==> src/rtl/uart_pkg.sv <==
// Shared UART click-link definitions: frame FSM states and the default click payload.
// Imported by both the click transmitter and the matching receiver.
package uart_pkg;

    typedef enum logic [1:0] {
        IDLE,
        START,
        DATA,
        STOP
    } uart_state_e;

    localparam logic [7:0] CLICK_BYTE_DEFAULT = 8'h43;
    localparam int unsigned BIT_CNT_W = 10;

endpackage

==> src/rtl/uart_baud_tick.sv <==
// Bit-period counter: one-cycle tick at the end of each bit time, cleared on frame load.
module uart_baud_tick
    import uart_pkg::*;
#(
    parameter int unsigned CLKS_PER_BIT = 564
) (
    input  logic clk_i,
    input  logic rst_ni,
    input  logic en_i,
    input  logic restart_i,
    output logic tick_o
);

    localparam logic [BIT_CNT_W-1:0] LastCnt = BIT_CNT_W'(CLKS_PER_BIT - 1);

    logic [BIT_CNT_W-1:0] cnt_q, cnt_d;

    always_comb begin
        cnt_d = cnt_q;
        if (restart_i) begin
            cnt_d = '0;
        end else if (en_i) begin
            cnt_d = (cnt_q == LastCnt) ? '0 : cnt_q + 1'b1;
        end
    end

    // Tick depends only on the count, so a STOP-end reload can use it without a loop.
    assign tick_o = en_i && (cnt_q == LastCnt);

    always_ff @(posedge clk_i or negedge rst_ni) begin
        if (!rst_ni) begin
            cnt_q <= '0;
        end else begin
            cnt_q <= cnt_d;
        end
    end

endmodule

==> src/rtl/uart_click_tx.sv <==
// Click-to-UART transmitter: every accepted click sends one 8N1 frame carrying CLICK_BYTE,
// with up to three clicks queued and back-to-back frames when more are pending.
module uart_click_tx
    import uart_pkg::*;
#(
    parameter int unsigned CLK_FREQ   = 65_000_000,
    parameter int unsigned BAUD       = 115_200,
    parameter logic [7:0]  CLICK_BYTE = CLICK_BYTE_DEFAULT
) (
    input  logic clk,
    input  logic rst,
    input  logic click_pulse,
    output logic tx_out,
    output logic busy,
    output logic drop_pulse
);

    localparam int unsigned CLKS_PER_BIT = CLK_FREQ / BAUD;

    if (CLKS_PER_BIT < 2 || CLKS_PER_BIT > 1023) begin : g_bad_clks_per_bit
        $error("uart_click_tx: CLKS_PER_BIT must be within 2..1023");
    end

    uart_state_e state_q, state_d;
    logic [1:0]  pend_q, pend_d;
    logic [2:0]  idx_q, idx_d;
    logic [2:0]  idx_nxt;
    logic        tx_q, tx_d;
    logic        busy_q, busy_d;
    logic        drop_q, drop_d;
    logic        load, accept, tick;

    uart_baud_tick #(
        .CLKS_PER_BIT(CLKS_PER_BIT)
    ) u_baud_tick (
        .clk_i    (clk),
        .rst_ni   (rst),
        .en_i     (state_q != IDLE),
        .restart_i(load),
        .tick_o   (tick)
    );

    always_comb begin
        state_d = state_q;
        idx_d   = idx_q;
        tx_d    = tx_q;
        load    = 1'b0;
        idx_nxt = idx_q + 3'd1;
        unique case (state_q)
            IDLE:  load = (pend_q != 2'd0);
            START: if (tick) begin
                state_d = DATA;
                idx_d   = 3'd0;
                tx_d    = CLICK_BYTE[0];
            end
            DATA:  if (tick) begin
                if (idx_q == 3'd7) begin
                    state_d = STOP;
                    tx_d    = 1'b1;
                end else begin
                    idx_d = idx_nxt;
                    tx_d  = CLICK_BYTE[idx_nxt];
                end
            end
            STOP:  if (tick) begin
                // Reload straight from STOP so queued frames follow with no idle gap.
                if (pend_q != 2'd0) load = 1'b1;
                else                state_d = IDLE;
            end
            default: state_d = IDLE;
        endcase
        if (load) begin
            state_d = START;
            idx_d   = 3'd0;
            tx_d    = 1'b0;
        end

        accept = click_pulse && ((pend_q != 2'd3) || load);
        drop_d = click_pulse && (pend_q == 2'd3) && !load;
        unique case ({accept, load})
            2'b10:   pend_d = pend_q + 2'd1;
            2'b01:   pend_d = pend_q - 2'd1;
            default: pend_d = pend_q;
        endcase
        busy_d = (state_d != IDLE) || (pend_d != 2'd0);
    end

    always_ff @(posedge clk or negedge rst) begin
        if (!rst) begin
            state_q <= IDLE;
            pend_q  <= 2'd0;
            idx_q   <= 3'd0;
            tx_q    <= 1'b1;
            busy_q  <= 1'b0;
            drop_q  <= 1'b0;
        end else begin
            state_q <= state_d;
            pend_q  <= pend_d;
            idx_q   <= idx_d;
            tx_q    <= tx_d;
            busy_q  <= busy_d;
            drop_q  <= drop_d;
        end
    end

    assign tx_out     = tx_q;
    assign busy       = busy_q;
    assign drop_pulse = drop_q;

endmodule

==> config.mk <==
export PLATFORM = sky130hd
export DESIGN_NAME = uart_click_tx
export DESIGN_NICKNAME = d
export VERILOG_FILES = /design/src/rtl/uart_pkg.sv /design/src/rtl/uart_baud_tick.sv /design/src/rtl/uart_click_tx.sv
export SDC_FILE = /design/constraint.sdc
export NUM_CORES = 1
export LEC_CHECK = 0
export CORE_MARGIN = 2
export CORE_UTILIZATION = 55
export CTS_BUF_LIST = sky130_fd_sc_hd__clkbuf_16
export CTS_CLUSTER_DIAMETER = 100
export DETAILED_ROUTE_END_ITERATION = 7
export DONT_BUFFER_PORTS = 1
export GPL_TIMING_DRIVEN = 0
export PLACE_DENSITY = 0.72
export REMOVE_ABC_BUFFERS = 1
export SLEW_MARGIN = 20
export SYNTH_ARGS = -nofsm -noshare
export SYNTH_HDL_FRONTEND = slang
export SYNTH_HIERARCHICAL = 1
export SYNTH_SLANG_ARGS = --single-unit
==> constraint.sdc <==
create_clock -name clk -period 3.5 [get_ports clk]
set_input_delay 0.7 -clock clk [delete_from_list [all_inputs] [get_ports clk]]
set_output_delay 0.7 -clock clk [all_outputs]
set_load 0.02 [all_outputs]
==> summary.md, run 1 <==
| Metric | Value |
|---|---|
| Status | `finished, final reports clean` |
| Crit path launch type | `flop` |
| Crit-path most repeated cell | `a21oi_1` |
| IO buf count | `0` |
| Tot GR Track Use | `0.213` |
| Num rows | `17` |
| Routed Antenna Nets | `0` |
| Non-filler cells, final | `170` |
| DP HPWL | `1790 um` |
| Final Cell Area | `1450 um^2` |
| Post-synth EDFFs | `0` |
| Final worst path period need | `3.25 ns` |
| Sequential fraction of the synthesis area | `0.379` |
| Dpl cells | `163` |
| Worst-path fanout max | `11` |
| H-tree Lvls | `1` |
| # Max-Cap Violations | `0` |
| Register-to-Register Path Depth | `9` |
| Register area | `502 um^2` |
| Total power | `0.905 mW` |
| Yosys top cell by area | `dfrtp_1` |
| Ranking of synthesized cells by area | `dfrtp_1 (36%), ha_1 (8.5%), a21oi_1 (5.3%)` |
| Die ar. | `2820 um^2` |
| Max frequency | `307 MHz` |
| Worst path slowest cell | `or4b_4` |
| Pwr/cell area | `626 nW/um^2` |
| Syn-to-layout area delta | `9.17%` |
| Crit Path Category | `reg2reg` |
| WHS | `0.138 ns` |
| Final Cycle Share | `0.930` |
| Setup TNS | `0 ns` |
| Top Ports | `6` |
| WL final | `2560 um` |
| Multi-input logic area | `766 um^2` |
| Delay of the slowest critical-path stage | `0.59 ns` |
| Cell variety after synth | `52` |
| Worst vdd ir | `0.384 mV` |
| Clock sinks | `20` |
| Fin nets | `155` |
| Cells along the critical path | `or4b_4, nor3_1, and2_1, a21oi_1, or2_1, nor2_4, o211ai_2, or4_1, a21oi_1` |
| Worst setup EP type | `flop` |
| # fillers | `205` |
| Syn Std Cell Area | `1320 um^2` |
| Arr. time, crit path | `3.43 ns` |
| Post-route setup slack | `0.245 ns` |
| Hold Path Class | `in2async` |
| Post-layout util | `0.641` |
| Slew @ Worst Pin | `0.363 ns` |
| Complex-gate fraction of the synthesized area | `0.238` |
| Worst-Skew Late Latency | `0.25 ns` |
| CP Buf/Inv Count | `0` |
| Placed cell areas | `1340 um^2` |
| DR pass1 iterations | `4` |
| Post-synth top flop | `dfrtp_1` |
| CTS tree | `done` |
| Die width | `53.1 um` |
| CP top delay family | `simple AND/OR/NAND/NOR gates` |
| Largest net degree at the start of global routing | `21` |
| CTS Buf Count | `3` |
| Syn Inst Count | `139` |
| Clk_skew | `0.00133 ns` |
| Adder-cell area share of the yosys netlist | `0.0851` |
| First DRT Iteration DRCs | `18` |
| Vias | `1,090` |
| Worst r2r src | `u_baud_tick/cnt_q[6]` |
| R2R Path End | `u_baud_tick/cnt_q[7]` |
| Mux contribution to synthesized area | `0.00756` |
| Drt via density | `6.41` |
| Synthesized area per cell | `9.52 um^2` |
| Ys async rst share | `1.00` |
| Reg clk slew, reported paths | `0.05 ns` |
| Slew Limit Fails | `0` |
| XOR/XNOR share of the synthesized area | `0.00662` |
| Final Wtd Congestion | `0.787` |
| Fraction of the mapped netlist area in simple logic gates | `0.237` |
| Starting Density | `0.587` |
| Worst EP required | `3.68 ns` |
| Vias in the first global route | `1,006` |
| FF+latch count, synth | `20` |
| Die Y | `53.1 um` |
| Total leakage power | `0.583 nW` |
| Final Hold Viols | `0` |
| Root Driver | `clkbuf_16` |
| Max-slew headroom | `0.756` |
| Deepest clock path buffer count | `2` |
| Initial antenna violation count | `0` |
| Ys Warns | `6` |
| Core area | `2250 um^2` |
| First-pass GRT wire length | `4450 um` |
| Residual DRC count | `0` |
| GR Overflow Total | `0` |
| Post-synth top cells | `dfrtp_1 (19), a21oi_1 (14), inv_1 (11)` |
| N_diodes | `0` |
| RSZ-0062 raised after global routing | `false` |
| DR WL/cell | `15.1 um` |
| Top-count cell post-synth | `dfrtp_1` |
| Yosys top cell area share | `0.359` |
| Largest family of logic cells by synthesized area | `compound AO/OA/AOI/OAI gates` |
| Pre-CTS setup slack | `-0.154 ns` |
| R2R setup slack | `0.25 ns` |
| Finish-stage setup viols | `0` |
| Layout cell share with drive strength beyond 1 | `0.113` |
## power breakdown
group	internal (mW)	switching, mW
sequential	0.269	0.0598
clock	0.152	0.0838
combinational	0.147	0.193
## routing by layer
layer	track usage	up-vias	share of wire
li1	-	533	-
met1	0.276	534	0.48
met2	0.360	19	0.48
met3	0.0282	4	0.029
met4	0.0769	0	0.012
met5	0	-	0
## worst max-delay path by stage
| stage | start | to | cells past startpoint | slack, ns |
|---|---|---|---|---|
| detailed placement | u_baud_tick/cnt_q[8] | u_baud_tick/cnt_q[7] | 9 | -0.15 |
| floorplan | u_baud_tick/cnt_q[8] | u_baud_tick/cnt_q[7] | 9 | 0.36 |
| finish | u_baud_tick/cnt_q[6] | u_baud_tick/cnt_q[7] | 9 | 0.25 |
| CTS | u_baud_tick/cnt_q[8] | u_baud_tick/cnt_q[7] | 9 | 0.06 |
| global placement | u_baud_tick/cnt_q[6] | u_baud_tick/cnt_q[7] | 9 | -0.09 |
| global route | u_baud_tick/cnt_q[6] | u_baud_tick/cnt_q[7] | 9 | 0.04 |
## logic make-up (layout without fill, tap and decap cells)
kind of cell | Yosys count | after routing
AOI/OAI and AO/OA | 44 | 44
xor gates and xnor gates | 1 | 1
adders and majority gates | 9 | 9
buffers and inverters | 15 | 18
DFF | 20 | 20
muxes | 1 | 1
and+or+nand+nor | 49 | 49
## cells in the final DEF (no fill, tap or decap), drive strengths merged, types with 4 or more instances in the layout
cell type and count:
a21oi 14, dfrtp 19, ha 9, inv 11, nand2b 4, nand3 4, nor2 9, nor3 5
o21ai 8
## registers in the layout, indices dropped and copies added, names as in the netlist
signal,cells
idx_q,3
state_q,2
busy,1
drop_pulse,1
pend_q,2
u_baud_tick/cnt_q,10
tx_out,1
## what timing repair did
action | 4_1_cts | 5_1_grt
pin swaps | 0 | 1
endpoints found under the setup margin | 2 | 1
buffers inserted | 0 | 3
gates resized for setup | 1 | 0
hold buffers | 0 | 0
## layout make-up
cell class              instances  share of cell area
well taps                      28              0.0242
flip-flops and latches         20               0.347
inverters                      11              0.0286
repair buffers                  3              0.0156
clock inverters                 1             0.00260
multi-input cells             104               0.530
clock buffers                   3              0.0519
(Power assumes the default switching activity.)
==> run 2: changes to the inputs <==
--- a/config.mk
+++ b/config.mk
@@ -12,6 +12,7 @@
 export DETAILED_ROUTE_END_ITERATION = 7
 export DONT_BUFFER_PORTS = 1
 export GPL_TIMING_DRIVEN = 0
+export MAX_ROUTING_LAYER = met4
 export PLACE_DENSITY = 0.72
 export REMOVE_ABC_BUFFERS = 1
 export SLEW_MARGIN = 20
==> constraint.sdc (replaced) <==
create_clock -name clk -period 3.5 [get_ports clk]
set_input_delay 0.7 -clock clk [delete_from_list [all_inputs] [get_ports clk]]
set_output_delay 0.7 -clock clk [all_outputs]
set_load 0.01 [all_outputs]
==> run 2 against run 1 <==
Effect of this change: register-to-register slack barely moved; wire length fell by 0.39%; first-iteration DRC count did not move; power fell by 0.65%; via count did not move; sequential share of layout area did not move; sequential power fell by 1%; critical endpoint unchanged; largest cell class unchanged; highest routed layer unchanged.
==> summary.md, run 2 (synthesis gave the netlist of run 1 again) <==
| Metric | Value |
|---|---|
| Status | `finished, final reports clean` |
| Vias in the first global route | `1,005 (-0.099%)` |
| Top Ports | `6 (unchanged)` |
| Worst path slowest cell | `or4b_4` |
| Commonest non-fill, non-tap cell in the layout | `dfrtp_1` |
| Final Cell Area | `1450 um^2 (unchanged)` |
| Worst setup EP type | `flop` |
| Dpl cells | `163 (unchanged)` |
| Max FFs per register | `10 (unchanged)` |
| Arr. time, crit path | `3.43 ns (about the same)` |
| Finish-stage setup viols | `0 (unchanged)` |
| Vias | `1,090 (unchanged)` |
| DR WL/cell | `15.0 um (-0.39%)` |
| Register-to-Register Path Depth | `9 (unchanged)` |
| Deepest clock path buffer count | `2 (unchanged)` |
| Starting Density | `0.587 (unchanged)` |
| Die width | `53.1 um (unchanged)` |
| R2R setup slack | `0.25 ns (about the same)` |
| Die ar. | `2820 um^2 (unchanged)` |
| Placed cell areas | `1340 um^2 (unchanged)` |
| Cells along the critical path | `or4b_4, nor3_1, and2_1, a21oi_1, or2_1, nor2_4, o211ai_2, or4_1, a21oi_1` |
| Biggest regs | `u_baud_tick/cnt_q x10, idx_q x3` |
| Crit path launch type | `flop` |
| Syn-to-layout area delta | `9.17% (unchanged)` |
| Fin nets | `155 (unchanged)` |
| Max-slew headroom | `0.756 (about the same)` |
| Worst-path fanout max | `11 (unchanged)` |
| Core area | `2250 um^2 (unchanged)` |
| Clock sinks | `20 (unchanged)` |
| Post-route setup slack | `0.247 ns (+0.00190 ns)` |
| Crit-path most repeated cell | `a21oi_1` |
| RSZ-0062 raised after global routing | `false` |
| Final worst path period need | `3.25 ns (-0.00190 ns)` |
| Worst EP required | `3.68 ns (about the same)` |
| H-tree Lvls | `1 (unchanged)` |
| Pwr/cell area | `622 nW/um^2 (-0.65%)` |
| Root Driver | `clkbuf_16` |
| First DRT Iteration DRCs | `18 (unchanged)` |
| DP HPWL | `1790 um (unchanged)` |
| CP top delay family | `simple AND/OR/NAND/NOR gates` |
| Pre-CTS setup slack | `-0.154 ns (unchanged)` |
| Final Hold Viols | `0 (unchanged)` |
| Residual DRC count | `0 (unchanged)` |
| Commonest cells after routing, fill and taps aside | `dfrtp_1 (19), a21oi_1 (14), inv_1 (11)` |
| Final Wtd Congestion | `0.798 (+1.4%)` |
| Worst vdd ir | `0.380 mV (-1.1%)` |
| DR pass1 iterations | `4 (unchanged)` |
| Total power | `0.899 mW (-0.65%)` |
| First-pass GRT wire length | `4450 um (unchanged)` |
| Delay of the slowest critical-path stage | `0.59 ns (about the same)` |
| Largest net degree at the start of global routing | `21 (unchanged)` |
| Worst r2r src | `u_baud_tick/cnt_q[6]` |
| Routed Antenna Nets | `0 (unchanged)` |
| GR Overflow Total | `0 (unchanged)` |
| Layout cell share with drive strength beyond 1 | `0.113 (unchanged)` |
| WL final | `2550 um (-0.39%)` |
| Reg clk slew, reported paths | `0.05 ns (about the same)` |
| CTS Buf Count | `3 (unchanged)` |
| R2R Path End | `u_baud_tick/cnt_q[7]` |
| Tot GR Track Use | `0.219 (+0.00548)` |
| CTS tree | `done` |
| Total leakage power | `0.583 nW (unchanged)` |
| Hold Path Class | `in2async` |
| N_diodes | `0 (unchanged)` |
| Slew Limit Fails | `0 (unchanged)` |
| Clk_skew | `0.00133 ns (-0.000000310 ns)` |
| Drt via density | `6.41 (unchanged)` |
| Slew @ Worst Pin | `0.363 ns (-0.000148 ns)` |
| Worst-Skew Late Latency | `0.25 ns (about the same)` |
| Non-filler cells, final | `170 (unchanged)` |
| IO buf count | `0 (unchanged)` |
| Die Y | `53.1 um (unchanged)` |
| Initial antenna violation count | `0 (unchanged)` |
| CP Buf/Inv Count | `0 (unchanged)` |
| Final Cycle Share | `0.929 (about the same)` |
| Max frequency | `307 MHz (about the same)` |
| Crit Path Category | `reg2reg` |
| Largest Register | `u_baud_tick/cnt_q` |
| Num rows | `17 (unchanged)` |
| # Max-Cap Violations | `0 (unchanged)` |
[run 2: cell counts in the layout (fill, tap and decap cells not counted)]
Identical to the previous run, type by type.
[run 2: worst max-delay path by stage]
| stage | startpoint | to | slack [ns] | cells after the start |
|---|---|---|---|---|
| after floorplan | u_baud_tick/cnt_q[8] | u_baud_tick/cnt_q[7] | 0.36 | 9 |
| after global placement | u_baud_tick/cnt_q[6] | u_baud_tick/cnt_q[7] | -0.09 | 9 |
| after detailed placement | u_baud_tick/cnt_q[8] | u_baud_tick/cnt_q[7] | -0.15 | 9 |
| after CTS | u_baud_tick/cnt_q[8] | u_baud_tick/cnt_q[7] | 0.06 | 9 |
| after global routing | u_baud_tick/cnt_q[6] | u_baud_tick/cnt_q[7] | 0.04 | 9 |
| final | u_baud_tick/cnt_q[6] | u_baud_tick/cnt_q[7] | 0.25 | 9 |
[run 2: report_power, final]
part / total [mW] / leakage (nW) / switching, mW / internal, mW
Clock: 0.234 / 0.0385 / 0.0818 / 0.152
Combinational: 0.340 / 0.290 / 0.193 / 0.147
Sequential: 0.325 / 0.254 / 0.0560 / 0.269
Total: 0.899 / 0.583 / 0.331 / 0.568
[run 2: worst reg2reg max path, stage by stage (launching register included)]
cell and delay (ns):
dfrtp_1 0.43, or4b_4 0.59, nor3_1 0.27, and2_1 0.39
a21oi_1 0.14, or2_1 0.33, nor2_4 0.21, o211ai_2 0.15
or4_1 0.52, a21oi_1 0.15
[run 2: routing by layer]
layer  part of all wire  track usage
met1               0.48        0.276
met5                  0            -
met4              0.013       0.0769
met3              0.027       0.0282
met2               0.48        0.360
[run 2: final cells by class]
type,count,area (um^2)
clock buffers,3,75.1
clock inverters,1,3.75
fillers,205,810
inverters,11,41.3
multi-input cells,104,766
flip-flops and latches,20,502
well taps,28,35.0
repair buffers,3,22.5
[run 2: per-stage QoR]
step | TNS, ns | util | hold slack [ns]
after floorplan | 0 | - | 0.404
after global placement | -0.0854 | 0.594 | 0.405
after detailed placement | -0.175 | 0.594 | 0.405
after CTS | 0 | 0.631 | 0.134
after global routing | 0 | 0.641 | 0.130
final | 0 | 0.641 | 0.141
[run 2: timing repair]
action | CTS | global route
setup buffers | 0 | 3
pin swaps | 0 | 1
hold buffers | 0 | 0
endpoints found under the setup margin | 2 | 1
gates resized for setup | 1 | 0
cloned | 0 | 0
==> run 3: changes to the inputs <==
--- a/config.mk
+++ b/config.mk
@@ -5,7 +5,8 @@
 export SDC_FILE = /design/constraint.sdc
 export NUM_CORES = 1
 export LEC_CHECK = 0
-export CORE_MARGIN = 2
+export ABC_AREA = 0
+export CORE_MARGIN = 5
 export CORE_UTILIZATION = 55
 export CTS_BUF_LIST = sky130_fd_sc_hd__clkbuf_16
 export CTS_CLUSTER_DIAMETER = 100
@@ -13,7 +14,7 @@
 export DONT_BUFFER_PORTS = 1
 export GPL_TIMING_DRIVEN = 0
 export MAX_ROUTING_LAYER = met4
-export PLACE_DENSITY = 0.72
+export PLACE_DENSITY = 0.76
 export REMOVE_ABC_BUFFERS = 1
 export SLEW_MARGIN = 20
 export SYNTH_ARGS = -nofsm -noshare
==> run 3 against run 2 <==
Effect of this change: first-iteration DRC count up 50%; highest routed layer unchanged; non-clock buffer count down 1; combinational power barely moved; critical path type unchanged; largest power group unchanged; clock skew rose by 0.0015 ns; die area rose by 24%; flip-flop and latch count stayed put.
==> summary.md, run 3 (synthesis gave the netlist of run 1 again) <==
| Metric | Value |
|---|---|
| Slew @ Worst Pin | `0.402 ns (+0.0392 ns)` |
| Vias | `1,112 (+2.0%)` |
| Crit-path most repeated cell | `a21oi_1` |
| Deepest clock path buffer count | `2 (unchanged)` |
| Root Driver | `clkbuf_16` |
| Placed cell areas | `1340 um^2 (unchanged)` |
| Final Hold Viols | `0 (unchanged)` |
| Hold Path Class | `in2async` |
| Final Cycle Share | `0.937 (+0.00798)` |
| CTS Buf Count | `3 (unchanged)` |
| Register area | `502 um^2 (unchanged)` |
| Largest Register | `u_baud_tick/cnt_q` |
| DR pass1 iterations | `4 (unchanged)` |
| Arr. time, crit path | `3.46 ns (+0.03 ns)` |
| Syn-to-layout area delta | `8.60%` |
| RSZ-0062 raised after global routing | `false` |
| Max FFs per register | `10 (unchanged)` |
| Clock sinks | `20 (unchanged)` |
| Worst EP required | `3.68 ns (about the same)` |
| Dpl cells | `163 (unchanged)` |
| Core area | `2250 um^2 (unchanged)` |
| GR Overflow Total | `0 (unchanged)` |
| Worst path slowest cell | `or4b_4` |
| # fillers | `196 (-4.4%)` |
| Biggest regs | `u_baud_tick/cnt_q x10, idx_q x3` |
| Initial antenna violation count | `0 (unchanged)` |
| Fin nets | `154 (-0.65%)` |
| First DRT Iteration DRCs | `27 (+9)` |
| H-tree Lvls | `1 (unchanged)` |
| Crit path launch type | `flop` |
| Num rows | `17 (unchanged)` |
| Vias in the first global route | `1,040 (+3.5%)` |
| Worst vdd ir | `0.396 mV (+4.1%)` |
| Layout cell share with drive strength beyond 1 | `0.106 (-0.00629)` |
| Top Ports | `6 (unchanged)` |
| IO buf count | `0 (unchanged)` |
| Total leakage power | `0.578 nW (-0.89%)` |
| Finish-stage setup viols | `0 (unchanged)` |
| Max frequency | `305 MHz (-0.85%)` |
| # Max-Cap Violations | `0 (unchanged)` |
| Final Wtd Congestion | `0.806 (+1.1%)` |
| WL final | `2790 um (+9.3%)` |
| Residual DRC count | `0 (unchanged)` |
| Die width | `59.1 um (+11%)` |
| Drt via density | `6.58 (+2.6%)` |
| Crit Path Category | `reg2reg` |
| First-pass GRT wire length | `4770 um (+7.3%)` |
| Routed Antenna Nets | `0 (unchanged)` |
| Delay of the slowest critical-path stage | `0.59 ns (about the same)` |
| Slew Limit Fails | `0 (unchanged)` |
| CTS tree | `done` |
| Status | `finished, final reports clean` |
| Cells along the critical path | `or4b_4, nor3_1, and2_1, a21oi_1, or2_1, nor2_4, o211ai_2, or4_1, a21oi_1` |
| Worst-path fanout max | `11 (unchanged)` |
| Final Cell Area | `1440 um^2 (-0.52%)` |
| Final worst path period need | `3.28 ns (+0.0279 ns)` |
| Multi-input logic area | `766 um^2 (unchanged)` |
| Die Y | `59.1 um (+11%)` |
| Largest net degree at the start of global routing | `21 (unchanged)` |
| Commonest cells after routing, fill and taps aside | `dfrtp_1 (19), a21oi_1 (14), inv_1 (11)` |
| DR WL/cell | `16.5 um (+10%)` |
| Pwr/cell area | `629 nW/um^2 (+1.1%)` |
| Worst setup EP type | `flop` |
| Non-filler cells, final | `169 (-0.59%)` |
| Worst-Skew Late Latency | `0.25 ns (about the same)` |
| Reg clk slew, reported paths | `0.06 ns (about the same)` |
| Tot GR Track Use | `0.180 (-0.0388)` |
| Die ar. | `3490 um^2 (+24%)` |
| Commonest non-fill, non-tap cell in the layout | `dfrtp_1` |
| DP HPWL | `1900 um (+6.4%)` |
| Max-slew headroom | `0.732 (-0.0246)` |
| Clk_skew | `0.00283 ns (+0.00151 ns)` |
| Starting Density | `0.587 (unchanged)` |
| N_diodes | `0 (unchanged)` |
## run 3: cell types whose count changed in the layout (fill, tap and decap cells not counted), sizes merged
cell  previous run  this run
buf              3         2
## run 3: metrics by stage
| step | hold WS, ns | TNS, ns | total power [mW] | setup WS [ns] | utilization |
|---|---|---|---|---|---|
| 6_report | 0.140 | 0 | 0.904 | 0.219 | 0.638 |
| 4_1_cts | 0.136 | 0 | 0.883 | 0.0553 | 0.631 |
| 3_3_place_gp | 0.405 | -0.0548 | 0.619 | -0.0548 | 0.594 |
| 5_1_grt | 0.131 | 0 | 0.964 | 0.00990 | 0.638 |
| 2_1_floorplan | 0.404 | 0 | 0.568 | 0.356 | - |
| 3_5_place_dp | 0.405 | -0.126 | 0.639 | -0.126 | 0.594 |
## run 3: final timing paths
kind / start / slack, ns / cells past startpoint / end
min in group clk: idx_q[2] / 0.54 / 2 / idx_q[2]
worst max-delay path: u_baud_tick/cnt_q[6] / 0.22 / 9 / u_baud_tick/cnt_q[7]
worst min-delay path: rst / 0.14 / 0 / drop_pulse
max in group asynchronous: rst / 3.19 / 0 / tx_out
worst min register to register: idx_q[2] / 0.54 / 2 / idx_q[2]
worst max register to register: u_baud_tick/cnt_q[6] / 0.22 / 9 / u_baud_tick/cnt_q[7]
## run 3: final cells by class
type                    count  share of cell area
inverters                  11              0.0287
flip-flops and latches     20               0.349
repair buffers              2              0.0104
well taps                  28              0.0244
clock inverters             1             0.00261
clock buffers               3              0.0522
multi-input cells         104               0.533
## run 3: where the power goes
| group | switching (mW) | internal [mW] | total (mW) |
|---|---|---|---|
| Combinational | 0.201 | 0.140 | 0.341 |
| Sequential | 0.0591 | 0.269 | 0.328 |
| Clock | 0.0829 | 0.152 | 0.235 |
| Total | 0.343 | 0.561 | 0.904 |
## run 3: worst max-delay path: cells and delay by family, from the launching register on
family	cells	cell delay [ns]
and+or+nand+nor	6	2.32
AOI/OAI and AO/OA	3	0.44
DFF	1	0.43
## run 3: routing by layer
| layer | vias up | track usage | routed length (um) | share of wire |
|---|---|---|---|---|
| li1 | 532 | - | - | - |
| met1 | 550 | 0.220 | 1210 | 0.43 |
| met2 | 28 | 0.308 | 1460 | 0.52 |
| met3 | 2 | 0.0196 | 112 | 0.040 |
| met4 | 0 | 0.0583 | 12 | 0.0043 |
| met5 | - | - | 0 | 0 |
## run 3: what timing repair did
item / in CTS / in global routing
setup endpoints to repair: 3 / 4
cloned: 0 / 0
buffers inserted: 0 / 2
resized for setup: 1 / 0
pin swaps: 0 / 1
hold buffers: 0 / 0
